**src/rtl/fetch_unit_pkg.sv**
```systemverilog
// Shared types for the instruction fetch front end: FSM states, buffered
// fetch entries and the RV32I major opcode encoding seen by decode.
package fetch_unit_pkg;

  typedef enum logic [1:0] {
    IDLE    = 2'd0,
    FETCH   = 2'd1,
    DISCARD = 2'd2
  } fetch_state_t;

  typedef struct packed {
    logic [31:0] pc;
    logic [31:0] instr;
  } fetch_entry_t;

  typedef enum logic [6:0] {
    OP_LOAD   = 7'b0000011,
    OP_FENCE  = 7'b0001111,
    OP_IMM    = 7'b0010011,
    OP_AUIPC  = 7'b0010111,
    OP_STORE  = 7'b0100011,
    OP_REG    = 7'b0110011,
    OP_LUI    = 7'b0110111,
    OP_BRANCH = 7'b1100011,
    OP_JALR   = 7'b1100111,
    OP_JAL    = 7'b1101111,
    OP_SYSTEM = 7'b1110011
  } rv32i_opcode;

  // Fetch addresses are always word aligned; the low two bits are dropped.
  function automatic logic [31:0] align_pc(input logic [31:0] pc);
    return {pc[31:2], 2'b00};
  endfunction

endpackage

```
**src/rtl/fetch_fifo.sv**
```systemverilog
// Synchronous FIFO of fetch entries. Flush empties it in one cycle and
// takes priority over push and pop.
module fetch_fifo
  import fetch_unit_pkg::*;
#(
  parameter int DEPTH = 4
) (
  input  logic                       clk,
  input  logic                       rst,
  input  logic                       push,
  input  logic                       pop,
  input  logic                       flush,
  input  fetch_entry_t               wr_entry,
  output fetch_entry_t               rd_entry,
  output logic [$clog2(DEPTH):0]     count,
  output logic                       empty,
  output logic                       full
);

  localparam int AW = $clog2(DEPTH);
  localparam int CW = AW + 1;
  localparam logic [CW-1:0] FULL_COUNT = CW'(DEPTH);

  fetch_entry_t   mem [DEPTH];
  logic [AW-1:0]  wr_ptr;
  logic [AW-1:0]  rd_ptr;
  logic           push_ok;
  logic           pop_ok;

  assign empty   = (count == '0);
  assign full    = (count == FULL_COUNT);
  assign pop_ok  = pop & ~empty;
  assign push_ok = push & ~full;

  // DEPTH is a power of two, so the pointers wrap by plain overflow.
  // NOTE: sequential state uses non-blocking assignments so every register
  // samples the values that were present before the clock edge.
  always_ff @(posedge clk or negedge rst) begin
    if (!rst) begin
      wr_ptr <= '0;
      rd_ptr <= '0;
      count  <= '0;
    end else if (flush) begin
      wr_ptr <= '0;
      rd_ptr <= '0;
      count  <= '0;
    end else begin
      if (push_ok) wr_ptr <= wr_ptr + 1'b1;
      if (pop_ok)  rd_ptr <= rd_ptr + 1'b1;
      unique case ({push_ok, pop_ok})
        2'b10:   count <= count + 1'b1;
        2'b01:   count <= count - 1'b1;
        default: count <= count;
      endcase
    end
  end

  // NOTE: the storage array has no reset; nothing reads an entry before it
  // is written, and the consumer gates the head with the empty flag.
  always_ff @(posedge clk) begin
    if (push_ok && !flush) mem[wr_ptr] <= wr_entry;
  end

  assign rd_entry = mem[rd_ptr];

endmodule

```
**src/rtl/fetch_unit.sv**
```systemverilog
// Instruction fetch front end: one outstanding sequential read at a time,
// responses buffered with their PCs and handed to decode over valid/ready.
module fetch_unit
  import fetch_unit_pkg::*;
#(
  parameter int          DEPTH    = 4,
  parameter logic [31:0] RESET_PC = 32'h40000060
) (
  input  logic        clk,
  input  logic        rst,
  output logic        imem_read,
  output logic [31:0] imem_address,
  input  logic [31:0] imem_rdata,
  input  logic        imem_resp,
  input  logic        redirect,
  input  logic [31:0] redirect_pc,
  output logic        dec_valid,
  input  logic        dec_ready,
  output logic [31:0] dec_instr,
  output logic [31:0] dec_pc,
  output rv32i_opcode dec_opcode,
  output logic [2:0]  dec_funct3,
  output logic [6:0]  dec_funct7
);

  localparam int CW = $clog2(DEPTH) + 1;
  localparam logic [CW-1:0] FULL_COUNT = CW'(DEPTH);

  fetch_state_t  state;
  logic [31:0]   fetch_pc;
  logic [31:0]   inflight_addr;

  fetch_entry_t  head;
  fetch_entry_t  new_entry;
  logic [CW-1:0] count;
  logic [CW-1:0] count_next;
  logic          fifo_empty;
  logic          fifo_full;
  logic          push;
  logic          pop;

  // Redirect beats both a pop and a push in the same cycle.
  assign pop        = dec_valid & dec_ready & ~redirect;
  assign push       = imem_resp & (state == FETCH) & ~redirect;
  assign count_next = count + CW'(push) - CW'(pop);
  assign new_entry  = '{pc: fetch_pc, instr: imem_rdata};

  fetch_fifo #(
    .DEPTH    (DEPTH)
  ) u_fifo (
    .clk      (clk),
    .rst      (rst),
    .push     (push),
    .pop      (pop),
    .flush    (redirect),
    .wr_entry (new_entry),
    .rd_entry (head),
    .count    (count),
    .empty    (fifo_empty),
    .full     (fifo_full)
  );

  always_ff @(posedge clk or negedge rst) begin
    if (!rst) begin
      state         <= IDLE;
      fetch_pc      <= RESET_PC;
      inflight_addr <= '0;
    end else begin
      unique case (state)
        IDLE: begin
          if (redirect) begin
            fetch_pc <= align_pc(redirect_pc);
            state    <= FETCH;
          end else if (!fifo_full || pop) begin
            state <= FETCH;
          end
        end

        FETCH: begin
          if (redirect) begin
            fetch_pc <= align_pc(redirect_pc);
            // The read already on the bus must still be completed; park its
            // address so the request stays stable while it drains.
            if (!imem_resp) begin
              inflight_addr <= fetch_pc;
              state         <= DISCARD;
            end
          end else if (imem_resp) begin
            fetch_pc <= fetch_pc + 32'd4;
            if (count_next >= FULL_COUNT) state <= IDLE;
          end
        end

        DISCARD: begin
          if (redirect)  fetch_pc <= align_pc(redirect_pc);
          if (imem_resp) state    <= FETCH;
        end

        default: state <= IDLE;
      endcase
    end
  end

  assign imem_read    = (state != IDLE);
  assign imem_address = (state == DISCARD) ? inflight_addr : fetch_pc;

  assign dec_valid  = ~fifo_empty;
  assign dec_instr  = dec_valid ? head.instr : '0;
  assign dec_pc     = dec_valid ? head.pc    : '0;
  assign dec_opcode = rv32i_opcode'(dec_instr[6:0]);
  assign dec_funct3 = dec_instr[14:12];
  assign dec_funct7 = dec_instr[31:25];

endmodule

```
**config.mk**
```make
export PLATFORM = sky130hd
export DESIGN_NAME = fetch_unit
export DESIGN_NICKNAME = d
export VERILOG_FILES = /design/src/rtl/fetch_unit_pkg.sv /design/src/rtl/fetch_fifo.sv /design/src/rtl/fetch_unit.sv
export SDC_FILE = /design/constraint.sdc
export NUM_CORES = 1
export LEC_CHECK = 0
export CORE_MARGIN = 2
export CORE_UTILIZATION = 50
export CTS_BUF_LIST = sky130_fd_sc_hd__clkbuf_4 sky130_fd_sc_hd__clkbuf_8
export DETAILED_ROUTE_END_ITERATION = 16
export GPL_TIMING_DRIVEN = 0
export PLACE_DENSITY = 0.74
export SYNTH_ARGS = -nofsm -noshare
export SYNTH_HDL_FRONTEND = slang
export SYNTH_SLANG_ARGS = --single-unit
```
**constraint.sdc**
```tcl
create_clock -name clk -period 4.3 [get_ports clk]
set_input_delay 0.86 -clock clk [delete_from_list [all_inputs] [get_ports clk]]
set_output_delay 0.86 -clock clk [all_outputs]
set_load 0.01 [all_outputs]
```
# Word-level counts from Yosys, hierarchy flattened
# Memories as Yosys holds them, arrays and structs flattened.
# Index checks and enable logic that the tools add are counted.
# word_totals
mem_bits_rw	256
reg_bits	73
inputBits	69
output_inout_bits	115
n_memories	1
# memory_table
name	depth	width	read_ports	rd_clocked_by_memory_dff	write_ports	line_no	source
u_fifo.mem	4	64	1	0	1	fetch_fifo.sv:24	fetch_entry_t mem [DEPTH];
# classes
eq_ne	11
muxes	23
n_addsub	7
magnitude_cmp	1
bitwise	10
n_reduce_logical	15
# op_table
op	count
32-bit two-way mux	6
32-bit case mux with 2 select lines	1
32-bit by 3-bit adder with 32-bit output (second input constant)	1
2-bit two-way mux	11
3-bit != test (second input constant)	3
2-bit nonzero test	4
1-bit AND	6
2-bit case mux with 3 select lines	1
3-bit case mux with 2 select lines	1
3-bit AND reduction	2
5-bit AND reduction	1
2-bit by 1-bit adder with 2-bit output (second input constant)	2
2-bit by 1-bit == test with 1-bit output (second input constant)	2
2-bit == test (second input constant)	2
1-bit inverter	4
3-bit by 1-bit adder with 3-bit output	1
3-bit by 1-bit adder with 3-bit output (second input constant)	1
3-bit == test (second input constant)	1
3-bit greater-or-equal comparator (second input constant)	1
3-bit logical NOT	1
3-bit two-way mux	1
3-bit by 2-bit != test with 1-bit output (second input constant)	1
3-bit nonzero test	1
3-bit by 1-bit subtractor with 3-bit output	1
other kinds (9)	11

# Logic depth before layout (Yosys ltp)
# Gate-level depths: netlist (run 1).
# depth
word_depth	10
mapped_depth	10
depth_no_buf	9

# Hierarchy
# A second synthesis (run 1) with hierarchy kept.
# hier_totals
cells_unflattened	855
area_unflattened_um2	13968.4
# modules_own_cells
module	seq_area_each_um2	n_inst	cells_each	area_each_um2
fetch_fifo	7862.5	1	398	9788.1
fetch_unit	1555.2	1	457	4180.3

# Worst setup path before layout (run 1)
# Ideal clock, no wire load.
# synth_path
kind	in2reg
start	input port imem_resp
end	memory u_fifo.mem[0][0] (netlist name) (enable)
n_path_buf	1
path_slack_ns	0.909
setup_ns	0.427
t_required_ns	3.873
cell_stages	3
t_arrival_ns	2.965
cell_sequence	nor4bb_1 > clkbuf_1 > and3_1
# synth_via
elab_chain_cells	6
# synth_rtl
element	line_no	source
start: declaration	fetch_unit.sv:14	input logic imem_resp,
1-bit AND (2 in series)	fetch_unit.sv:44	assign push = imem_resp & (state == FETCH) & ~redirect;
1-bit AND	fetch_fifo.sv:33	assign push_ok = push & ~full;
1-bit logical AND	fetch_fifo.sv:61	if (push_ok && !flush) mem[wr_ptr] <= wr_entry;
1-bit two-way mux	fetch_fifo.sv:61	
1-bit two-way mux (implied by the code)	fetch_fifo.sv:61	
end: declaration	fetch_fifo.sv:24	
# Every way passes these cells.

# Worst setup path in the final report (run 1)
# layout_path
start	register u_fifo.count[0]
end	output port dec_opcode[5]
# layout_via
elab_chain_cells	2
# layout_rtl
element	line_no	source
start: declaration	fetch_fifo.sv:15	output logic [$clog2(DEPTH):0] count,
start signal: assignment	fetch_fifo.sv:51	2'b10: count <= count + 1'b1;
start signal: assignment	fetch_fifo.sv:52	2'b01: count <= count - 1'b1;
start signal: assignment	fetch_fifo.sv:53	default: count <= count;
3-bit logical NOT	fetch_fifo.sv:30	assign empty = (count == '0);
32-bit two-way mux	fetch_unit.sv:108	assign dec_instr = dec_valid ? head.instr : '0;
end: declaration	fetch_unit.sv:21	output rv32i_opcode dec_opcode,
# Every way passes these cells.

==> flow_summary_export.csv, run 1 <==
group,metric,value,unit
flow_run,cap_violations,0,
synth,synth_top_area_cell,"edfxtp_1",
floorplan,die_w,169,um
global_routing,grt_pass1_vias,8694,
finish,num_antenna_cells,0,
cts,cts-root-buf,"clkbuf_8",
place,routabilityCongestion,0.906,
place,dp_cells,1370,
synth,synth_area_per_cell,16.2,sq um
place,hpwl,20100,um
timing,rsz0062_at_grt,"no",
routing,finalWirelength,30800,um
place,postPlaceCellArea,0.0160,sq mm
critical_path,critPathKind,"reg -> out",
timing,final-hold-violation-count,0,
critical_path,regToRegSetupSlack,1.60,ns
critical_path,critPathCaptureType,"output port",
cts,htreeDepth,2,
routing,drc,0,
cts,cts_buffers,51,
finish,fillCellCount,1968,
synth,synth_cells,844,
synth,ys_async_sr_fraction,21.8,%
cts,cts_setup_buffers,0,
synth,synth.distinct_cells,59,
power,power,9610,uW
timing,period_minus_slack,4.04,ns
timing,skew,0.0191,ns
timing,setup_viol,0,
global_routing,met1_usage,29.8,%
routing,viasPerCell,5.74,
global_routing,grt_max_degree,67,
synth,netlist.area_leader.share,54.4,%
timing,holdWs,0.105,ns
power,leakagePower,0.00582,uW
global_routing,grt_pass1_wl,48200,um
routing,drt_iter0_drc,784,
synth,synth_common_cells,"edfxtp_1, and2_1, dfrtp_1",
timing,max_slew.worst_pin.slew,1.02,ns
critical_path,required,3.44,ns
global_routing,grtUsageTotal,21.9,%
synth,ys_warn_count,0,
cts,clkTransAtPathRegs,0.06,ns
outcome,status,"completed",
routing,first_pass_iters,5,
floorplan,die_y,169,um
global_routing,grt_most_used_layer,"met2",
finish,drive_above_1_share,22.5,%
timing,fin_crit_sh,93.9,%
floorplan,fp.coreArea,0.0269,sq mm
place,io_buffers,177,
floorplan,rows,60,
routing,postRouteAntennaNets,0,
synth,synth_area_leaders,"edfxtp_1, dfrtp_1, mux4_2",
synth,ys_seq_elements,317,
critical_path,startpoint_type,"flop",
global_routing,grt_use_met3,4.90,%
critical_path,worst_r2r_path_depth,8,
synth,netlist_area,0.0137,sq mm
timing,drv_slew,0,
finish,final_cells,1464,
cts,clock-sinks,317,
synth,synthFlopType,"edfxtp_1",
critical_path,r2r-start,"state[0]",
finish,final_nets,1158,
global_routing,use_met2,35.8,%
synth,synth-edff-count,248,
timing,slew_headroom,31.6,%
finish,area_delta_synth_final,24.6,%
synth,yosysSeqAreaShare,67.1,%
global_routing,grt-ovfl-total,0,
finish,design_area,0.0170,sq mm
worst_hold_path,hp-class,"in -> async",
timing,setup_tns,0,ns
timing,fmax,248,MHz
floorplan,start_util,50.9,%
cts,cts_tree,"built",
cts,cts.path.max_buffers,3,
synth,yosysMostFrequentCell,"edfxtp_1",
critical_path,arrival,3.18,ns
floorplan,ios,184,
cts,clkLatencyLatePin,0.55,ns
critical_path,rr_endpoint,"u_fifo.count[2]",
power,power_density,564,mW/mm^2
routing,via_count,8397,
critical_path,path_max_fanout,10,
routing,route.detailed.wl_per_inst,21.0,um
floorplan,die_area,0.0287,sq mm
global_routing,antenna_found_initial,0,
power,ir_worst_vdd,0.367,mV
## layout by cell type, fill, tap and decap left out, types with 10 or more instances in the layout
master	count
a21oi_1	24
and2_1	69
buf_2	17
buf_4	22
clkbuf_1	39
clkbuf_4	13
clkbuf_8	53
clkdlybuf4s50_1	176
clkinv_1	17
dfrtp_1	66
edfxtp_1	248
mux2_2	59
mux4_2	62
nand2_1	23
nand3_1	16
nand4_1	10
nor2_1	17
nor3_1	10
o21ai_0	27
## power breakdown
part	internal, uW	leakage [uW]	switching (uW)	total [uW]
sequential	3840	0.00306	423	4260
clock	1380	0.000535	1140	2520
combinational	1550	0.00223	1280	2830
## sequential cells by signal, summed over array words and instances (netlist names)
name / count
fetch_pc: 30
inflight_addr: 30
state: 2
u_fifo.count: 3
u_fifo.mem: 248
u_fifo.rd_ptr: 2
u_fifo.wr_ptr: 2
## area by class of cell
cell class                 count  area, sq um  share of cell area, %
clock buffer                  66          827                   4.85
sequential                   317         9180                   53.8
timing repair buffer         182         1910                   11.2
tap                          341          427                   2.50
buffer                        78          393                   2.30
inverter                       8         30.0                  0.176
multi-input combinational    443         4110                   24.1
clock inverter                29          178                   1.04
## worst max-delay path by stage
stage / slack (ns) / cells past startpoint / endpoint / start
finish: 0.26 / 6 / dec_opcode[5] / u_fifo.count[0]
global route: 0.03 / 6 / dec_opcode[5] / u_fifo.count[0]
CTS: 0.08 / 6 / dec_opcode[5] / u_fifo.rd_ptr[0]
detailed placement: 0.60 / 8 / u_fifo.count[2] / redirect
global placement: -1.15 / 4 / u_fifo.mem[1][28] / imem_resp
floorplan: 0.91 / 3 / u_fifo.mem[0][0] / imem_resp
## per-layer routing
metal  vias to the layer above  wire, um  part of all wire (%)
met3                        66      2390                   7.8
met2                       355     14700                    48
met5                         -         0                     0
met1                      4181     12900                    42
met4                         0       823                   2.7
li1                       3795         -                     -
## critical path, cell delays in order (launching register included)
cell and delay, ns:
dfrtp_1 0.52, or3_1 0.16, clkbuf_1 0.61, clkbuf_1 0.43
and2_1 0.24, buf_4 0.12, clkdlybuf4s50_1 0.54
## through the flow
step / setup slack [ns] / utilization, %
finish: 0.262 / 63.4
global route: 0.0316 / 63.4
CTS: 0.0823 / 63.4
detailed placement: 0.596 / 59.7
global placement: -1.15 / 59.1
floorplan: 0.909 / -
## what timing repair did
item | in CTS | in global routing
resized for setup | 0 | 0
hold buffers | 0 | 0
setup endpoints to repair | 0 | 13
## logic make-up after synthesis
kind of cell	share of synthesized area, %
AO/OA/AOI/OAI	5.28
XOR/XNOR	0.192
adder cells (fa/ha/maj)	0.787
flip-flops	67.1
other	0.0274
AND/OR/NAND/NOR	8.45
buffers and inverters	3.12
multiplexers	15.1
(Power assumes the default switching activity.)
==> inputs of run 2 (changes only) <==
CORE_UTILIZATION = 57   (was 50)
PLACE_DENSITY = 0.82   (was 0.74)
==> flow_summary_export.csv, run 2 (same netlist as run 1, synthesis figures left out) <==
group,metric,value,unit
outcome,status,"completed",
critical_path,cp-startpoint,"u_fifo.rd_ptr[1]",
timing,skew,0.0191,ns
critical_path,cp_slowest_stage_delay,0.57,ns
finish,drive_above_1_share,22.8,%
cts,post_cts_resized,0,
finish,fin_util,72.3,%
place,routabilityCongestion,0.916,
flow_run,cap_violations,0,
cts,htreeDepth,2,
routing,via_count,8466,
floorplan,ios,184,
cts,cts.path.max_buffers,3,
critical_path,slowest_stage,"clkbuf_1",
power,power_density,567,mW/mm^2
global_routing,use_met2,40.1,%
timing,rsz0062_at_grt,"no",
global_routing,grt-ovfl-total,0,
global_routing,grtUsageTotal,24.2,%
timing,slew_headroom,30.5,%
routing,finalWirelength,30700,um
timing,drv_slew,0,
power,power,9650,uW
floorplan,die_w,159,um
floorplan,die_y,159,um
finish,top_register,"u_fifo.mem",
cts,clock-sinks,317,
routing,route.detailed.wl_per_inst,21.4,um
critical_path,required,3.44,ns
floorplan,start_util,58.1,%
finish,reg_top3,"u_fifo.mem (248), fetch_pc (30), inflight_addr (30)",
timing,holdWs,0.0987,ns
timing,setup_tns,0,ns
routing,postRouteAntennaNets,0,
place,hpwl,19900,um
cts,cts_buffers,48,
timing,setup_viol,0,
global_routing,grt_max_degree,68,
timing,max_slew.worst_pin.slew,1.03,ns
timing,fmax,247,MHz
finish,largest_reg_flops,248,
floorplan,die_area,0.0253,sq mm
global_routing,grt_most_used_layer,"met2",
cts,cts-root-buf,"clkbuf_8",
routing,first_pass_iters,6,
power,leakagePower,0.00582,uW
power,ir_worst_vdd,0.327,mV
cts,cts_hold_buf,0,
critical_path,critPathKind,"reg -> out",
finish,final_nets,1155,
place,io_buffers,177,
routing,drc,0,
finish,area_delta_synth_final,24.4,%
routing,drt_iter0_drc,744,
critical_path,crit_family,"buffers and inverters",
timing,final-hold-violation-count,0,
floorplan,rows,56,
critical_path,crit_top_cell,"clkbuf_1",
critical_path,arrival,3.19,ns
global_routing,grt_pass1_vias,8492,
critical_path,r2r-start,"state[0]",
cts,clkLatencyLatePin,0.55,ns
worst_hold_path,hp-class,"in -> async",
finish,mostFrequentLayoutCells,"edfxtp_1, clkdlybuf4s50_1, and2_1",
critical_path,path_max_fanout,10,
critical_path,startpoint_type,"flop",
floorplan,fp.coreArea,0.0235,sq mm
global_routing,met1_usage,33.3,%
critical_path,crit_chain,"clkbuf_1 > clkbuf_1 > mux4_2 > and2_1 > buf_4 > clkdlybuf4s50_1",
global_routing,antenna_found_initial,0,
cts,cts_setup_buffers,0,
critical_path,critPathCaptureType,"output port",
finish,num_antenna_cells,0,
global_routing,grt_use_met3,4.75,%
timing,fin_crit_sh,94.2,%
cts,cts_tree,"built",
timing,period_minus_slack,4.05,ns
cts,clkTransAtPathRegs,0.06,ns
critical_path,cp.buffers_inverters,4,
finish,layout_commonest_cell,"edfxtp_1",
global_routing,grt_pass1_wl,47400,um
routing,viasPerCell,5.90,
run 2: changes by cell type in the layout (fill, tap and decap cells not counted):
cell	before	now
inv_6	0	1
clkinv_1	17	9
clkbuf_4	13	20
clkinv_4	1	0
clkinvlp_4	0	1
clkinv_2	9	3
run 2: layout make-up:
| type | instances | area [sq um] |
|---|---|---|
| timing repair buffer | 182 | 1910 |
| buffer | 78 | 393 |
| inverter | 8 | 30.0 |
| tap | 319 | 399 |
| sequential | 317 | 9180 |
| fill | 1506 | 6520 |
| clock buffer | 73 | 880 |
| multi-input combinational | 443 | 4110 |
| clock inverter | 16 | 125 |
run 2: worst register-to-register path: cells and delay by family (launching register included):
| kind | cells | cell delay, ns |
|---|---|---|
| adder cells (fa/ha/maj) | 1 | 0.47 |
| AO/OA/AOI/OAI | 3 | 0.72 |
| flip-flops | 1 | 0.35 |
| buffers and inverters | 1 | 0.29 |
| AND/OR/NAND/NOR | 3 | 0.69 |
run 2: layer usage:
layer / wire length, um / part of all wire, %
met5: 0 / 0
met4: 727 / 2.4
met2: 15000 / 49
met3: 2410 / 7.8
met1: 12600 / 41
run 2: path summary, 6_finish.rpt:
kind,to,slack (ns),cells after the start
max in group asynchronous,fetch_pc[6],3.62,2
worst min-delay path,inflight_addr[18],0.1,1
worst max-delay path,dec_instr[14],0.25,6
worst max register to register,u_fifo.count[2],1.69,8
worst min register to register,inflight_addr[24],0.50,1
min in group clk,inflight_addr[24],0.50,1
run 2: stage by stage:
stage | worst slack, ns | instances | area, sq um
finish | 0.247 | 1436 | 17000
global route | 0.113 | 1436 | 17000
CTS | 0.0983 | 1437 | 17000
detailed placement | 0.602 | 1348 | 16000
global placement | -1.11 | 1343 | 15900
floorplan | 0.909 | 847 | 13700
run 2: power breakdown:
group	switching (uW)	total, uW	internal, uW	leakage (uW)
combinational	1300	2850	1550	0.00223
clock	1100	2530	1430	0.000532
sequential	428	4260	3840	0.00306
total	2830	9650	6820	0.00582
